### config.mk
export PLATFORM = sky130hd
export DESIGN_NAME = dut_port_arbiter
export DESIGN_NICKNAME = d
export VERILOG_FILES = /design/src/rtl/dut_port_arbiter.sv
export SDC_FILE = /design/constraint.sdc
export NUM_CORES = 1
export LEC_CHECK = 0
export CORE_MARGIN = 4
export CORE_UTILIZATION = 36
export CTS_BUF_LIST = sky130_fd_sc_hd__clkbuf_16
export DETAILED_ROUTE_END_ITERATION = 10
export DONT_BUFFER_PORTS = 1
export PLACE_DENSITY = 0.54
export SETUP_SLACK_MARGIN = 0.5
export SLEW_MARGIN = 20
export SYNTH_ARGS = -nofsm -noshare
export SYNTH_HDL_FRONTEND = slang
export SYNTH_SLANG_ARGS = --single-unit
### constraint.sdc
create_clock -name CLK -period 2.5 [get_ports CLK]
set_input_delay 0.25 -clock CLK [delete_from_list [all_inputs] [get_ports CLK]]
set_output_delay 0.25 -clock CLK [all_outputs]
set_load 0.05 [all_outputs]
### src/rtl/dut_port_arbiter.sv
// Round-robin arbiter sharing the dut write/read method interface between
// NUM_REQ requesters through a one-entry in-order command holding register.
module dut_port_arbiter #(
   parameter int NUM_REQ = 2,
   parameter int ADDR_W  = 3,
   parameter int DATA_W  = 1
) (
   input  logic                        CLK,
   input  logic                        RST_N,
   input  logic [NUM_REQ-1:0]          req_valid,
   input  logic [NUM_REQ-1:0]          req_write,
   input  logic [NUM_REQ*ADDR_W-1:0]   req_addr,
   input  logic [NUM_REQ*DATA_W-1:0]   req_data,
   output logic [NUM_REQ-1:0]          req_ready,
   output logic [NUM_REQ-1:0]          rsp_valid,
   output logic [DATA_W-1:0]           rsp_data,
   output logic                        busy,
   output logic [ADDR_W-1:0]           write_address,
   output logic [DATA_W-1:0]           write_data,
   output logic                        write_en,
   input  logic                        write_rdy,
   output logic [ADDR_W-1:0]           read_address,
   output logic                        read_en,
   input  logic [DATA_W-1:0]           read_data,
   input  logic                        read_rdy
);

   localparam int ID_W = (NUM_REQ > 1) ? $clog2(NUM_REQ) : 1;

   // Holding register (stage p0): one command waiting for the dut
   logic                 hold_valid;
   logic                 hold_write;
   logic [ADDR_W-1:0]    hold_addr;
   logic [DATA_W-1:0]    hold_data;
   logic [ID_W-1:0]      hold_id;
   logic [ID_W-1:0]      rr_ptr;

   logic                 issue_fire;
   logic                 can_accept;
   logic                 found;
   logic                 accept;
   logic [ID_W-1:0]      winner;

   function automatic logic [NUM_REQ-1:0] id_onehot(input logic [ID_W-1:0] id);
      id_onehot = {{(NUM_REQ-1){1'b0}}, 1'b1} << id;
   endfunction

   // Issue stage: only fire the held command when the matching dut port is ready
   always_comb begin
      write_en      = hold_valid & hold_write & write_rdy;
      read_en       = hold_valid & ~hold_write & read_rdy;
      issue_fire    = write_en | read_en;
      write_address = hold_valid ? hold_addr : '0;
      write_data    = hold_valid ? hold_data : '0;
      read_address  = hold_valid ? hold_addr : '0;
      busy          = hold_valid;
   end

   // Accept stage: first valid requester after rr_ptr, wrapping around
   always_comb begin
      found  = 1'b0;
      winner = '0;
      for (int k = 0; k < NUM_REQ; k++) begin
         if (!found && req_valid[(int'(rr_ptr) + 1 + k) % NUM_REQ]) begin
            found  = 1'b1;
            winner = ID_W'((int'(rr_ptr) + 1 + k) % NUM_REQ);
         end
      end
      can_accept = ~hold_valid | issue_fire;
      accept     = can_accept & found & ~RST_N;
      req_ready  = accept ? id_onehot(winner) : '0;
   end

   // Control state: holding-register occupancy, round-robin pointer, response pulse (stage p1)
   always_ff @(posedge CLK or posedge RST_N) begin
      if (RST_N) begin
         hold_valid <= 1'b0;
         rr_ptr     <= ID_W'(NUM_REQ - 1);
         rsp_valid  <= '0;
         rsp_data   <= '0;
      end else begin
         if (accept) begin
            hold_valid <= 1'b1;
            rr_ptr     <= winner;
         end else if (issue_fire) begin
            hold_valid <= 1'b0;
         end
         rsp_valid <= issue_fire ? id_onehot(hold_id) : '0;
         rsp_data  <= read_en ? read_data : '0;
      end
   end

   // Command fields are only meaningful while hold_valid, so they carry no reset
   always_ff @(posedge CLK) begin
      if (accept) begin
         hold_write <= req_write[winner];
         hold_addr  <= req_addr[winner*ADDR_W +: ADDR_W];
         hold_data  <= req_data[winner*DATA_W +: DATA_W];
         hold_id    <= winner;
      end
   end

endmodule

== After elaboration in Yosys (flattened, before gate mapping) ==
Index checks and enable logic that the tools add are counted.

* Flip-flop bits (word level): 11
* Bits in latches: 0
* Bits in writable memories: 0
* ROM bits: 0
* Output and inout bits: 15
* Word-level logic and storage cells: 53
* Memories: 0

* Add/sub/neg operators: 2
* Multipliers: 1
* Div/mod/pow operators: 0
* Magnitude comparators: 3
* Equal/unequal tests: 0
* Shift operators: 4
* Mux-type cells: 19
* Bitwise logic cells: 13
* Reduce and logical (&&, ||, !) cells: 3

{| class="wikitable"
|+ Operator list
! cell !! number
|-
| two-way mux 1 bit || 16
|-
| AND 1 bit || 6
|-
| < comparator 2 x 3 -> 1 bit, second input constant || 2
|-
| variable part select 6 x 4 -> 3 bit || 1
|-
| two-way mux 2 bit || 2
|-
| left shift 1 x 1 -> 2 bit, first input constant || 2
|-
| multiplier 1 x 2 -> 3 bit, second input constant || 1
|-
| two-way mux 3 bit || 1
|-
| inverter 1 bit || 3
|-
| adder 1 bit, second input constant || 2
|-
| AND 1 bit, first input constant || 2
|-
| < comparator 1 x 2 -> 1 bit, second input constant || 1
|-
| OR 1 bit || 2
|-
| nonzero test 2 bit || 1
|-
| variable part select 2 x 2 -> 1 bit || 1
|-
| logical AND 1 bit || 1
|-
| zero test 1 bit || 1
|}

== Longest topological paths before layout ==
* Depth after elaboration: 12
* Depth in mapped cells: 4
* Gate-level depth less buffers: 3

== Least setup slack after synthesis ==
OpenSTA, ideal clock, no wires.

* Path kind: register to output
* Start: register hold_valid (netlist: busy)
* End: output port req_ready[1]
* Data arrival time: 2017 ps
* Setup slack: 233 ps
* Cell stages (with the launch flop): 3
* Path buffers: 0
* Path through: dfrtp_1 and2_4 nor3b_1

* Longest elaborated chain between the ends: 7
* Elaborated cells between the ends (all ways): 10
* Classes of those cells: mux: 1; bitwise: 9

{| class="wikitable"
|+ RTL lines
! item !! line !! RTL
|-
| start, declared || 31 || <nowiki>logic hold_valid;</nowiki>
|-
| start signal, assigned || 77 || <nowiki>hold_valid <= 1'b0;</nowiki>
|-
| start signal, assigned || 83 || <nowiki>hold_valid <= 1'b1;</nowiki>
|-
| start signal, assigned || 86 || <nowiki>hold_valid <= 1'b0;</nowiki>
|-
| AND 1 bit, on equally long branches (2 in a row) || 50, 51 ||
|-
| OR 1 bit || 52 || <nowiki>issue_fire = write_en | read_en;</nowiki>
|-
| OR 1 bit (*) || 69 || <nowiki>can_accept = ~hold_valid | issue_fire;</nowiki>
|-
| AND 1 bit (*) (2 in a row) || 70 || <nowiki>accept = can_accept & found & ~RST_N;</nowiki>
|-
| two-way mux 2 bit (*) || 71 || <nowiki>req_ready = accept ? id_onehot(winner) : '0;</nowiki>
|-
| end, declared || 14 || <nowiki>output logic [NUM_REQ-1:0] req_ready,</nowiki>
|}

Mark *: on every way between the ends. The rest lies on a longest branch, timed or not.

== Worst setup path in the final report ==
* Start: register hold_valid (netlist: busy)
* End: output port write_en

* Longest elaborated chain between the ends: 2

{| class="wikitable"
|+ RTL lines
! item !! line !! RTL
|-
| AND 1 bit (2 in a row) || 50 || <nowiki>write_en = hold_valid & hold_write & write_rdy;</nowiki>
|-
| end, declared || 20 || <nowiki>output logic write_en,</nowiki>
|}

No other way between the ends.

==> impl_metrics.py <==
metrics = {
    "job": {
        "drv_cap": 0,
    },
    "logic_synthesis": {
        "synth_area_leaders": "edfxtp_1, dfrtp_1, mux2_2",
        "seq_area_frac_synth_pct": 56.2,
        "synth_top_area_cell": "edfxtp_1",
        "synth-warning-count": 0,
        "postSynthCellCount": 42,
        "syn-num-nets": 59,
        "synth_cell_types": 20,
        "ys_seq_elements": 11,
        "postSynthAreaPerCell_um2": 13.0,
        "synth_top_area_share_pct": 33.0,
        "syn_area_um2": 546,
    },
    "layout": {
        "syn2layout_area_growth_pct": 22.5,
        "drive_above_1_share_pct": 43.8,
        "n_fill_cell": 129,
        "final_common_cell": "edfxtp_1",
        "final_cell_mix": "edfxtp_1, mux2_2, and2_1, buf_4, dfrtp_1",
        "utilization_pct": 48.9,
        "multi_input_area_um2": 211,
        "diodes": 0,
        "final_nets": 66,
        "register_area_um2": 307,
    },
    "cts": {
        "cts_buffer_depth": 2,
        "root_buffer": "clkbuf_16",
        "cts.clk_slew.worst_paths_ns": 0.04,
        "postCtsSetupRepairBufs": 0,
        "tritoncts": "built",
        "htreeDepth": 1,
        "numCtsBuffers": 3,
        "clkSinkCount": 11,
        "insertion_delay_ns": 0.24,
    },
    "hold_path": {
        "hp-class": "input pin to flip-flop",
        "hold-path-cell-count": 1,
        "min-delay-start": "read_data",
        "worstHoldEndpoint": "rsp_data$_DFF_PP0_",
    },
    "pwr": {
        "power_density_nw_per_um2": 975,
        "power.internal_w": 0.000467,
        "p_switching_w": 0.000185,
        "power_leakage_nw": 0.284,
        "peakVddDrop_mv": 0.374,
        "p_comb_share_pct": 18.7,
        "switching_share_pct": 28.3,
        "pwr-share-seq_pct": 37.3,
        "p_clk_share_pct": 43.9,
    },
    "global_route": {
        "grt_first_pass_wirelength_mm": 1.48,
        "antenna_found_initial": 0,
        "grt_pass1_vias": 354,
        "overflow": 0,
        "grt_use_total_pct": 10.1,
        "grt_max_degree": 12,
    },
    "routing": {
        "num_vias": 339,
        "routed_wl_mm": 1.05,
        "dr.pass1.iters": 2,
        "drtIter0Drc": 4,
        "drc": 0,
        "wire_per_inst_um": 16.7,
        "vias_per_cell": 5.38,
        "ant_nets": 0,
    },
    "sta": {
        "setup_violations": 0,
        "finalMaxSlewViolations": 0,
        "layout_min_cycle_time_ns": 1.86,
        "grt_setup_unrepaired": "false",
        "fmax_ghz": 0.539,
        "tightest_slew_ns": 0.710,
        "finalHoldViolCount": 0,
        "fin_crit_sh_pct": 74.2,
        "setup_tns_ns": 0,
        "skew_ns": 0.00377,
        "max_slew_margin_pct": 52.7,
    },
    "critical_path": {
        "crit_path_top_delay_cell": "dfrtp_1",
        "cp_top_family": "flip-flops",
        "worst-path-buf-inv": 0,
        "crit_type": "flip-flop to output port",
        "end_kind": "output port",
        "reg2reg_depth": 2,
        "r2r-start": "busy$_DFFE_PP0P_",
        "r2r_slack_ns": 0.78,
        "rr_endpoint": "hold_addr[0]$_DFFE_PP_",
        "crit_required_ns": 2.25,
        "critPathMaxStageDelay_ns": 0.79,
        "path_cells": "and3_1",
        "cp_max_fo": 11,
        "arrival_ns": 1.61,
        "worstSetupStartpointType": "flip-flop",
    },
    "floorplanning": {
        "num_rows": 13,
        "pin_count": 32,
        "die_y_um": 46.9,
        "initial_core_util_pct": 39.9,
        "die_w_um": 46.9,
        "core_um2": 1370,
        "dieArea_um2": 2200,
    },
    "placed_design": {
        "gp_congestion": 0.650,
        "io_buffers": 0,
    },
    "outcome": {
        "outcome": "finished, final reports clean",
    },
}
==> sequential cells by signal (all words and copies together), names as in the netlist <==
| name | count |
|---|---|
| rsp_data | 1 |
| hold_data | 1 |
| hold_id | 1 |
| hold_addr | 3 |
| busy | 1 |
| rsp_valid | 2 |
| rr_ptr | 1 |
| hold_write | 1 |
==> how the worst max path moves through the flow <==
stage | from | endpoint | slack, ns | cells past startpoint
final | busy$_DFFE_PP0P_ | write_en | 0.64 | 1
after global routing | RST_N | req_ready[1] | 0.57 | 5
after CTS | RST_N | req_ready[1] | 0.60 | 5
after detailed placement | busy$_DFFE_PP0P_ | hold_addr[2]$_DFFE_PP_ | 0.76 | 2
after global placement | busy$_DFFE_PP0P_ | hold_addr[0]$_DFFE_PP_ | 0.82 | 2
after floorplan | busy$_DFFE_PP0P_ | req_ready[1] | 0.72 | 2
==> through the flow <==
stage / worst slack, ns / std cells / hold WS (ns) / total power (W) / cell area [um^2]
after floorplan: 0.717 / 42 / 0.0336 / 0.000357 / 556
after global placement: 0.821 / 58 / 0.0516 / 0.000364 / 578
after detailed placement: 0.759 / 58 / 0.0613 / 0.000369 / 578
after CTS: 0.596 / 63 / 0.165 / 0.000657 / 668
after global routing: 0.569 / 63 / 0.162 / 0.000676 / 668
final: 0.644 / 63 / 0.160 / 0.000652 / 668
==> kinds of logic after synthesis <==
logic type / Yosys count / synth area share (%)
simple gates: 17 / 21.1
flops: 11 / 56.2
mux: 6 / 12.2
buf+inv: 5 / 6.88
compound gates: 3 / 3.67
==> routing by layer <==
| metal | global-route usage, % | vias up | part of all wire (%) |
|---|---|---|---|
| met1 | 11.3 | 152 | 39 |
| met2 | 15.7 | 28 | 48 |
| met4 | 4.97 | 0 | 0 |
| li1 | - | 159 | - |
| met5 | 0 | - | 0 |
| met3 | 5.36 | 0 | 13 |
==> cells in the mapped netlist, drive strengths merged <==
library cell  n
a21oi         1
and2          7
and3          1
and3b         2
buf           4
dfrtp         4
dfstp         1
edfxtp        6
inv           1
mux2          5
mux2i         1
nand2         1
nand2b        2
nor2          1
nor3          1
nor3b         2
o21ai         1
o32a          1
==> power by group through the flow <==
stage / Sequential, W / Combinational, W / Clock [W]
floorplan: 0.000242 / 0.000114 / 0
global placement: 0.000245 / 0.000119 / 0
detailed placement: 0.000247 / 0.000122 / 0
CTS: 0.000244 / 0.000123 / 0.000289
global route: 0.000246 / 0.000129 / 0.000301
finish: 0.000243 / 0.000122 / 0.000286
==> final cells by class <==
type | count | share of cell area [%]
timing repair buffer | 6 | 7.12
clock buffer | 3 | 11.2
inverter | 1 | 0.562
tap | 15 | 2.81
sequential | 11 | 45.9
clock inverter | 1 | 0.749
multi-input combinational | 26 | 31.6
==> timing repair <==
action                     CTS  global route
resized for setup            0             1
hold buffers                 1             0
setup endpoints to repair    0             1
hold endpoints to repair     4             0
Power figures use the tool's default switching activity.
